==> src/rtl/pop_ctrl_pkg.sv <==
// Shared constants and types for the POP mode controller: LED encodings,
// controller state, and the default configuration of the standard four-mode set.
package pop_ctrl_pkg;

  localparam logic [1:0] LED_OFF  = 2'd0;
  localparam logic [1:0] LED_ON   = 2'd1;
  localparam logic [1:0] LED_SLOW = 2'd2;
  localparam logic [1:0] LED_FAST = 2'd3;

  typedef enum logic {
    RUN   = 1'b0,
    GUARD = 1'b1
  } ctrl_state_t;

  // Modes: 0 setup, 1 POP cycle, 2 dark, 3 pump calibration.
  localparam logic [15:0] POP_PASS_MASK = 16'h00F0;
  localparam logic [15:0] POP_FORCE_VAL = 16'h800A;
  localparam logic [7:0]  POP_LED_CFG   = {LED_SLOW, LED_ON, LED_FAST, LED_OFF};

  function automatic logic led_sel(input logic [1:0] cfg, input logic slow, input logic fast);
    logic led;
    case (cfg)
      LED_OFF:  led = 1'b0;
      LED_ON:   led = 1'b1;
      LED_SLOW: led = slow;
      default:  led = fast;
    endcase
    return led;
  endfunction

endpackage

==> src/rtl/button_debouncer.sv <==
// Push-button conditioner: 2-FF synchroniser, tick-gated debounce counter and a
// one-cycle press event that only fires after the button has been seen released.
module button_debouncer #(
  parameter int DEBOUNCE_TICKS = 4
) (
  input  logic clk,
  input  logic reset_n,
  input  logic sample_tick,
  input  logic btn_n,
  output logic press_event
);

  logic       btn_meta;
  logic       btn_sync;
  logic [7:0] cnt;
  logic       deb_pressed;
  logic       armed;

  logic       disagree;
  logic       flip;
  logic       deb_nxt;
  logic       arm_set;

  assign disagree = sample_tick && (!btn_sync != deb_pressed);
  assign flip     = disagree && ((cnt + 8'd1) == 8'(DEBOUNCE_TICKS));
  assign deb_nxt  = flip ? !deb_pressed : deb_pressed;
  // Arming needs a tick that actually sees the button up, so a button held
  // through reset cannot generate a press until it is let go.
  assign arm_set  = sample_tick && !deb_nxt && btn_sync;

  assign press_event = flip && !deb_pressed && armed;

  always_ff @(posedge clk or negedge reset_n) begin
    if (!reset_n) begin
      btn_meta    <= 1'b1;
      btn_sync    <= 1'b1;
      cnt         <= 8'd0;
      deb_pressed <= 1'b0;
      armed       <= 1'b0;
    end else begin
      btn_meta    <= btn_n;
      btn_sync    <= btn_meta;
      if (sample_tick) begin
        cnt <= (disagree && !flip) ? cnt + 8'd1 : 8'd0;
      end
      deb_pressed <= deb_nxt;
      armed       <= armed || arm_set;
    end
  end

endmodule

==> src/rtl/pop_mode_controller.sv <==
// Mode selector and channel mux for the POP timing top level. A debounced button
// steps the mode; every mode change is bracketed by a guard interval at SAFE_VAL.
module pop_mode_controller
  import pop_ctrl_pkg::*;
#(
  parameter int NUM_MODES      = 4,
  parameter int NUM_CH         = 4,
  parameter int DEBOUNCE_TICKS = 4,
  parameter int GUARD_CYCLES   = 250,
  parameter logic [NUM_MODES*NUM_CH-1:0] PASS_MASK = POP_PASS_MASK,
  parameter logic [NUM_MODES*NUM_CH-1:0] FORCE_VAL = POP_FORCE_VAL,
  parameter logic [2*NUM_MODES-1:0]      LED_CFG   = POP_LED_CFG,
  parameter logic [NUM_CH-1:0]           SAFE_VAL  = '0,
  localparam int MODE_W = $clog2(NUM_MODES)
) (
  input  logic              clk,
  input  logic              reset_n,
  input  logic              sample_tick,
  input  logic              mode_btn_n,
  input  logic              slow_pulse,
  input  logic              fast_pulse,
  input  logic [NUM_CH-1:0] timer_in,
  output logic [NUM_CH-1:0] ch_out,
  output logic              led_out,
  output logic [MODE_W-1:0] mode,
  output logic              guard_active
);

  localparam int GUARD_W = $clog2(GUARD_CYCLES + 2);
  localparam logic [GUARD_W-1:0] GUARD_INIT = GUARD_W'(GUARD_CYCLES);
  localparam ctrl_state_t RESET_STATE = (GUARD_CYCLES == 0) ? RUN : GUARD;

  if (NUM_MODES < 2 || NUM_MODES > 16 || DEBOUNCE_TICKS < 1 || DEBOUNCE_TICKS > 255) begin : g_bad_params
    $error("pop_mode_controller: NUM_MODES must be 2..16 and DEBOUNCE_TICKS 1..255");
  end

  logic press_event;

  button_debouncer #(
    .DEBOUNCE_TICKS(DEBOUNCE_TICKS)
  ) u_debouncer (
    .clk         (clk),
    .reset_n     (reset_n),
    .sample_tick (sample_tick),
    .btn_n       (mode_btn_n),
    .press_event (press_event)
  );

  ctrl_state_t       state, state_nxt;
  logic [MODE_W-1:0] mode_q, mode_nxt;
  logic [GUARD_W-1:0] gcnt, gcnt_nxt;
  logic [NUM_CH-1:0] ch_nxt;
  logic              led_nxt;
  logic [NUM_CH-1:0] pass_row;
  logic [NUM_CH-1:0] force_row;

  always_ff @(posedge clk or negedge reset_n) begin
    if (!reset_n) begin
      state   <= RESET_STATE;
      mode_q  <= '0;
      gcnt    <= GUARD_INIT;
      ch_out  <= SAFE_VAL;
      led_out <= 1'b0;
    end else begin
      state   <= state_nxt;
      mode_q  <= mode_nxt;
      gcnt    <= gcnt_nxt;
      ch_out  <= ch_nxt;
      led_out <= led_nxt;
    end
  end

  // Presses arriving while the guard runs are dropped, not queued.
  always_comb begin
    state_nxt = state;
    mode_nxt  = mode_q;
    gcnt_nxt  = gcnt;
    case (state)
      RUN: begin
        if (press_event) begin
          mode_nxt = (mode_q == MODE_W'(NUM_MODES - 1)) ? '0 : mode_q + MODE_W'(1);
          if (GUARD_CYCLES != 0) begin
            state_nxt = GUARD;
            gcnt_nxt  = GUARD_INIT;
          end
        end
      end
      GUARD: begin
        gcnt_nxt = gcnt - GUARD_W'(1);
        if (gcnt <= GUARD_W'(1)) begin
          state_nxt = RUN;
        end
      end
      default: state_nxt = RESET_STATE;
    endcase
  end

  // Outputs are computed from the next state so the first safe level lands on
  // the same edge that accepts the press.
  always_comb begin
    pass_row  = PASS_MASK[int'(mode_nxt) * NUM_CH +: NUM_CH];
    force_row = FORCE_VAL[int'(mode_nxt) * NUM_CH +: NUM_CH];
    ch_nxt    = SAFE_VAL;
    led_nxt   = 1'b0;
    if (state_nxt == RUN) begin
      ch_nxt  = (pass_row & timer_in) | (~pass_row & force_row);
      led_nxt = led_sel(LED_CFG[2 * int'(mode_nxt) +: 2], slow_pulse, fast_pulse);
    end
  end

  assign guard_active = (state == GUARD);
  assign mode         = mode_q;

endmodule
==> config.mk <==
export PLATFORM = sky130hd
export DESIGN_NAME = pop_mode_controller
export DESIGN_NICKNAME = d
export VERILOG_FILES = /design/src/rtl/pop_ctrl_pkg.sv /design/src/rtl/button_debouncer.sv /design/src/rtl/pop_mode_controller.sv
export SDC_FILE = /design/constraint.sdc
export NUM_CORES = 1
export LEC_CHECK = 0
export ABC_AREA = 1
export CORE_ASPECT_RATIO = 0.8
export CORE_MARGIN = 3
export CORE_UTILIZATION = 29
export CTS_CLUSTER_DIAMETER = 80
export DETAILED_ROUTE_END_ITERATION = 8
export GPL_TIMING_DRIVEN = 0
export HOLD_SLACK_MARGIN = 0.1
export PLACE_DENSITY = 0.6
export SLEW_MARGIN = 0
export SYNTH_ARGS = -nofsm -noshare
export SYNTH_HDL_FRONTEND = slang
export SYNTH_SLANG_ARGS = --single-unit
==> constraint.sdc <==
create_clock -name clk -period 2.8 [get_ports clk]
set_clock_uncertainty 0.15 [all_clocks]
set_input_delay 0.56 -clock clk [delete_from_list [all_inputs] [get_ports clk]]
set_output_delay 0.56 -clock clk [all_outputs]
set_load 0.01 [all_outputs]
**Word level (Yosys, flattened, before mapping)**

Index checks and enable logic that the tools add are counted.

- Register bits after elaboration: 28
- Bits of input ports: 10
- Output and inout port bits: 8

- Add/subtract/negate cells: 3
- $lt $le $gt $ge: 1
- Equality and inequality tests: 6
- Shift-type cells: 3
- Mux-type cells: 13
- Bitwise operators: 5
- Reductions and logical operators: 13

Operators by type and width:

| kind | number |
|---|---|
| indexed part select 16 x 5 -> 4 bit, first input constant | 2 |
| two-way mux 8 bit | 2 |
| case mux 8 bit (2 select lines) | 1 |
| adder 8 x 1 -> 8 bit, second input constant | 1 |
| bitwise AND 4 bit | 2 |
| == test 8 x 3 -> 1 bit, second input constant | 1 |
| <= comparator 8 x 1 -> 1 bit, second input constant | 1 |
| indexed part select 8 x 4 -> 2 bit, first input constant | 1 |
| subtractor 8 x 1 -> 8 bit, second input constant | 1 |
| logical AND 1 bit | 7 |
| two-way mux 2 bit | 3 |
| == test 2 bit, second input constant | 2 |
| logical NOT 1 bit | 4 |
| two-way mux 1 bit | 4 |
| two-way mux 4 bit | 1 |
| inverter 4 bit | 1 |
| bitwise OR 4 bit | 1 |
| case mux 1 bit (3 select lines) | 1 |
| adder 2 x 1 -> 2 bit, second input constant | 1 |
| == test 2 x 1 -> 1 bit, second input constant | 1 |
| logical NOT 2 bit | 1 |
| != test 2 bit, second input constant | 1 |
| case mux 1 bit (2 select lines) | 1 |
| logical OR 1 bit | 1 |
| other kinds (2) | 2 |

**Depth between registers and ports, before layout**

- Depth after elaboration: 13
- Depth in mapped cells: 18

**Hierarchy**

From an unflattened synthesis, not the netlist that was laid out.

- Cells, all modules: 189
- Area total of the unflattened synthesis: 1,510.2 um^2

By module, submodules not included:

| module | instances | cells each | area each (um^2) | sequential area each (um^2) |
|---|---|---|---|---|
| pop_mode_controller | 1 | 96 | 830.8 | 409.1 |
| button_debouncer | 1 | 93 | 679.4 | 302.8 |

**Worst setup path after synthesis**

OpenSTA, ideal clock, no wires.

- Path kind: reg-to-reg
- Start point: register u_debouncer.cnt[0]
- End point: register led_out
- Arrival time: 2.568 ns
- Data required time: 2.563 ns
- Slack: -0.005 ns
- Cell stages (with the launch flop): 19
- Period minus slack after synthesis: 2.805 ns
- Cell sequence: dfrtp_1 -> ha_1 -> nand2_1 -> inv_1 -> nor2_4 -> nand3_1 -> nor2_2 -> nand3_2 -> nor2_1 -> ha_1 -> nand2_1 -> nor2_2 -> o21ai_0 -> o21ai_0 -> inv_1 -> ha_1 -> inv_1 -> nor2_1 -> a211oi_2

- Word-level cells in the longest chain between the ends: 11
- Elaborated cells between the ends (all ways): 15

Ends and longest elaborated chain:

| item | RTL line | RTL |
|---|---|---|
| start: declaration | button_debouncer.sv:15 | `logic [7:0] cnt;` |
| start signal: assignment | button_debouncer.sv:44 | `cnt <= (disagree && !flip) ? cnt + 8'd1 : 8'd0;` |
| adder 8 x 1 -> 8 bit (*) | button_debouncer.sv:25 | `assign flip = disagree && ((cnt + 8'd1) == 8'(DEBOUNCE_TICKS));` |
| == test 8 x 3 -> 1 bit (*) | button_debouncer.sv:25 |  |
| logical AND 1 bit (*) | button_debouncer.sv:25 |  |
| logical AND 1 bit (*) (2 in a row) | button_debouncer.sv:31 | `assign press_event = flip && !deb_pressed && armed;` |
| two-way mux 2 bit (*) | pop_mode_controller.sv:80 | `if (press_event) begin` |
| two-way mux 2 bit (*) | pop_mode_controller.sv:78 | `case (state)` |
| net mode_nxt[0] | pop_mode_controller.sv:50 | `logic [MODE_W-1:0] mode_q, mode_nxt;` |
| indexed part select 8 x 4 -> 2 bit (*) | pop_mode_controller.sv:107 | `led_nxt = led_sel(LED_CFG[2 * int'(mode_nxt) +: 2], slow_pulse, fast_pulse);` |
| == test 2 bit (tied with other cells) | pop_ctrl_pkg.sv:22 | `case (cfg)` |
| case mux 1 bit (3 select lines) (*) | pop_ctrl_pkg.sv:22 |  |
| two-way mux 1 bit (*) | pop_mode_controller.sv:105 | `if (state_nxt == RUN) begin` |
| net led_nxt | pop_mode_controller.sv:53 | `logic led_nxt;` |
| end signal: assignment | pop_mode_controller.sv:69 | `led_out <= led_nxt;` |
| end: declaration | pop_mode_controller.sv:24 | `output logic led_out,` |

The timed path passes the listed nets; every way through them passes the cells marked *.
A chain may end at the register's enable or synchronous reset.

**Worst setup path after layout**

- Start point: register u_debouncer.cnt[0]
- End point: register ch_out[1]

- Word-level cells in the longest chain between the ends: 12
- Elaborated cells between the ends (all ways): 16

Ends and longest elaborated chain:

| item | RTL line | RTL |
|---|---|---|
| adder 8 x 1 -> 8 bit (*) | button_debouncer.sv:25 |  |
| == test 8 x 3 -> 1 bit (*) | button_debouncer.sv:25 |  |
| logical AND 1 bit (*) | button_debouncer.sv:25 |  |
| logical AND 1 bit (*) (2 in a row) | button_debouncer.sv:31 |  |
| two-way mux 2 bit | pop_mode_controller.sv:80 |  |
| two-way mux 2 bit | pop_mode_controller.sv:78 |  |
| indexed part select 16 x 5 -> 4 bit | pop_mode_controller.sv:101 | `pass_row = PASS_MASK[int'(mode_nxt) * NUM_CH +: NUM_CH];` |
| inverter 4 bit | pop_mode_controller.sv:106 | `ch_nxt = (pass_row & timer_in) \| (~pass_row & force_row);` |
| bitwise AND 4 bit | pop_mode_controller.sv:106 |  |
| bitwise OR 4 bit | pop_mode_controller.sv:106 |  |
| two-way mux 4 bit (*) | pop_mode_controller.sv:105 |  |
| net ch_nxt[1] | pop_mode_controller.sv:52 | `logic [NUM_CH-1:0] ch_nxt;` |
| end signal: assignment | pop_mode_controller.sv:68 | `ch_out <= ch_nxt;` |
| end: declaration | pop_mode_controller.sv:23 | `output logic [NUM_CH-1:0] ch_out,` |

Marked as above.

==> flow_metrics.py <==
metrics = {
    "setup_path": {
        "cp_slowest_cell": "dfrtp_1",
        "startpoint_type": "flip-flop",
        "crit_family": "simple AND/OR/NAND/NOR gates",
        "setup.worst_path.end_class": "flip-flop",
        "r2r_cells": 17,
        "cp_max_fo": 7,
        "worstPathCellList": "ha_4 -> nand2_2 -> nor2_1 -> nand2_1 -> nand3_2 -> nor2_2 -> nand3_2 -> nor2_2 -> ha_2 -> nand2_2 -> nor2_4 -> inv_2 -> o21ai_4 -> ha_4 -> buf_6 -> nand2_1 -> a21oi_1",
        "critPathArrivalTime_ns": 2.76,
        "worst-setup-path-type": "reg -> reg",
        "cp_data_required_time_ns": 2.85,
        "path_depth": 17,
        "worst-path-buf-inv": 2,
        "critPathMaxStageDelay_ns": 0.43,
    },
    "detailed_routing": {
        "dr.pass1.iters": 4,
        "drc": 0,
        "drtIter0Drc": 34,
        "drt-vias-per-instance": 4.57,
        "route.vias.total": 1198,
        "ant_nets": 0,
        "wl_per_cell_um": 11.7,
        "wirelength_um": 3070,
    },
    "clock_tree": {
        "cts_tree": "done",
        "cts_made_buffers": 3,
        "cts_sinks": 28,
        "cts_root_buf": "clkbuf_8",
        "clk_latency_ns": 0.27,
        "hold_buffers": 0,
        "clkTransAtPathRegs_ns": 0.09,
        "cts_buffer_depth": 2,
        "htree_levels": 1,
    },
    "global_route": {
        "gr-total-overflow": 0,
        "antenna_found_initial": 0,
        "grt_pass1_wl_um": 4920,
        "grt_max_degree": 29,
        "grt_use_total_pct": 10.1,
        "first_global_vias": 1112,
    },
    "floorplanning": {
        "initial_core_util_pct": 31.1,
        "rows": 22,
        "die_w_um": 85.7,
        "dieArea_um2": 5980,
        "core_um2": 4730,
        "ios": 18,
        "die_y_um": 69.8,
    },
    "finish": {
        "syn_to_final_growth_pct": 34.0,
        "fin_area_um2": 1980,
        "final_util_pct": 41.7,
        "ff_latch_area_um2": 712,
        "num_antenna_cells": 0,
        "drive_above_1_share_pct": 32.7,
        "fill_cells": 477,
        "multi_input_area_um2": 790,
        "final_cells": 262,
        "fin_nets": 223,
    },
    "worst_hold_path": {
        "hold_path_class": "in -> async",
    },
    "placement": {
        "dp_hpwl_um": 2080,
        "post_dp_cell_area_um2": 1720,
        "globalplace.congestion": 0.845,
        "portBuffers": 17,
        "dp.cells": 247,
    },
    "synthesis": {
        "synth_nets": 190,
        "synth_cells": 170,
        "yosys_warnings": 0,
        "yosysUniqueCellTypes": 27,
        "ys_ff_latch": 28,
        "synth_area_leaders": "dfrtp_1, dfstp_2, nand2_1",
        "synthArstFlopShare_pct": 100,
        "syn_area_per_cell_um2": 8.67,
        "synth-edff-count": 0,
        "synth_commonest_cells": "nand2_1, inv_1, dfrtp_1",
        "synth_top_area_share_pct": 32.3,
        "synth.most_common_cell": "nand2_1",
        "synth.cell_area_um2": 1470,
        "synthFlopType": "dfrtp_1",
        "ys_seq_area_share_pct": 48.3,
        "yosysTopAreaCell": "dfrtp_1",
    },
    "sta": {
        "period_share_pct": 96.9,
        "maxSlewViolCount": 0,
        "setup_violations": 0,
        "fin_tns_setup_ns": 0,
        "fmax_mhz": 369,
        "maxSlewHeadroom_pct": 59.6,
        "tightestPinTransition_ns": 0.605,
        "hold_viol": 0,
        "finalCriticalPeriod_ns": 2.71,
    },
    "power": {
        "power_density_nw_per_um2": 464,
        "irDropWorstVdd_mv": 0.252,
        "leakagePower_nw": 0.893,
    },
    "run": {
        "maxCapViolCount": 0,
    },
    "outcome": {
        "status": "complete, no violations",
    },
}
## power by group
group | internal [W] | switching, W | leakage, nW | total [W]
logic | 0.0000885 | 0.000110 | 0.519 | 0.000199
clock network | 0.000126 | 0.000126 | 0.0288 | 0.000252
registers | 0.000434 | 0.0000323 | 0.345 | 0.000466
total | 0.000648 | 0.000268 | 0.893 | 0.000916
## metrics by stage
stage	setup WS, ns	power (W)	hold WS [ns]
6_report	0.0882	0.000916	0.132
3_5_place_dp	-0.891	0.000611	0.202
4_1_cts	0.00306	0.000891	0.216
3_3_place_gp	-0.863	0.000610	0.196
5_1_grt	-0.0430	0.000967	0.181
2_1_floorplan	0.0450	0.000565	0.114
## layer usage
metal  track usage [%]  part of all wire, %
met5                 0                    0
met4              4.39                  1.4
met3              2.02                  4.5
met2              15.0                   44
met1              14.1                   50
## registers in the layout, summed over array words and instances (netlist names)
| signal | cells |
|---|---|
| led_out | 1 |
| gcnt | 8 |
| u_debouncer.btn_meta | 1 |
| ch_out | 4 |
| mode | 2 |
| u_debouncer.btn_sync | 1 |
| u_debouncer.armed | 1 |
| u_debouncer.cnt | 8 |
| u_debouncer.deb_pressed | 1 |
| guard_active | 1 |
## final timing paths
path | startpoint | end | slack (ns)
min in group clk | u_debouncer.btn_meta | u_debouncer.btn_sync | 0.22
max in group asynchronous | reset_n | gcnt[2] | 1.97
worst max register to register | u_debouncer.cnt[0] | ch_out[1] | 0.09
worst min register to register | u_debouncer.btn_meta | u_debouncer.btn_sync | 0.22
worst max-delay path | u_debouncer.cnt[0] | ch_out[1] | 0.09
worst min-delay path | reset_n | u_debouncer.cnt[1] | 0.13
## layout make-up
type                       count  share of cell area [%]
multi-input combinational    118                    40.0
timing repair buffer          28                    12.9
sequential                    28                    36.0
tap                           60                    3.80
inverter                      24                    4.56
clock buffer                   4                    2.79
## what timing repair did
| item | 4_1_cts | 5_1_grt |
|---|---|---|
| pin swaps | 4 | 12 |
| setup endpoints to repair | 6 | 5 |
| setup buffers | 6 | 5 |
| resized for setup | 5 | 30 |
## cell families after synthesis
| logic type | after synthesis | synth area share (%) |
|---|---|---|
| AOI/OAI and AO/OA | 24 | 10.1 |
| adders and majority gates | 10 | 8.49 |
| buffers and inverters | 24 | 6.11 |
| DFF | 28 | 48.3 |
| and+or+nand+nor | 84 | 27.0 |
## placed cells by master, fill, tap and decap left out, types with 2 or more instances in the layout
cell type | synthesis | final
nand2_1 | 39 | 36
dfrtp_1 | 19 | 19
inv_1 | 23 | 17
clkdlybuf4s50_1 | 0 | 15
nor2_1 | 16 | 12
nand3_1 | 12 | 9
dfstp_2 | 9 | 9
buf_4 | 0 | 9
o21ai_0 | 10 | 8
inv_2 | 0 | 6
nor2_2 | 4 | 6
nand3_2 | 2 | 5
ha_1 | 10 | 5
o21ai_1 | 5 | 4
ha_4 | 0 | 4
clkbuf_8 | 0 | 4
nand2_2 | 0 | 3
nor2_4 | 1 | 3
or2_2 | 3 | 3
o21ai_2 | 0 | 2
nor3_1 | 2 | 2
a21oi_1 | 3 | 2
buf_6 | 0 | 2
Power figures use the tool's default switching activity.
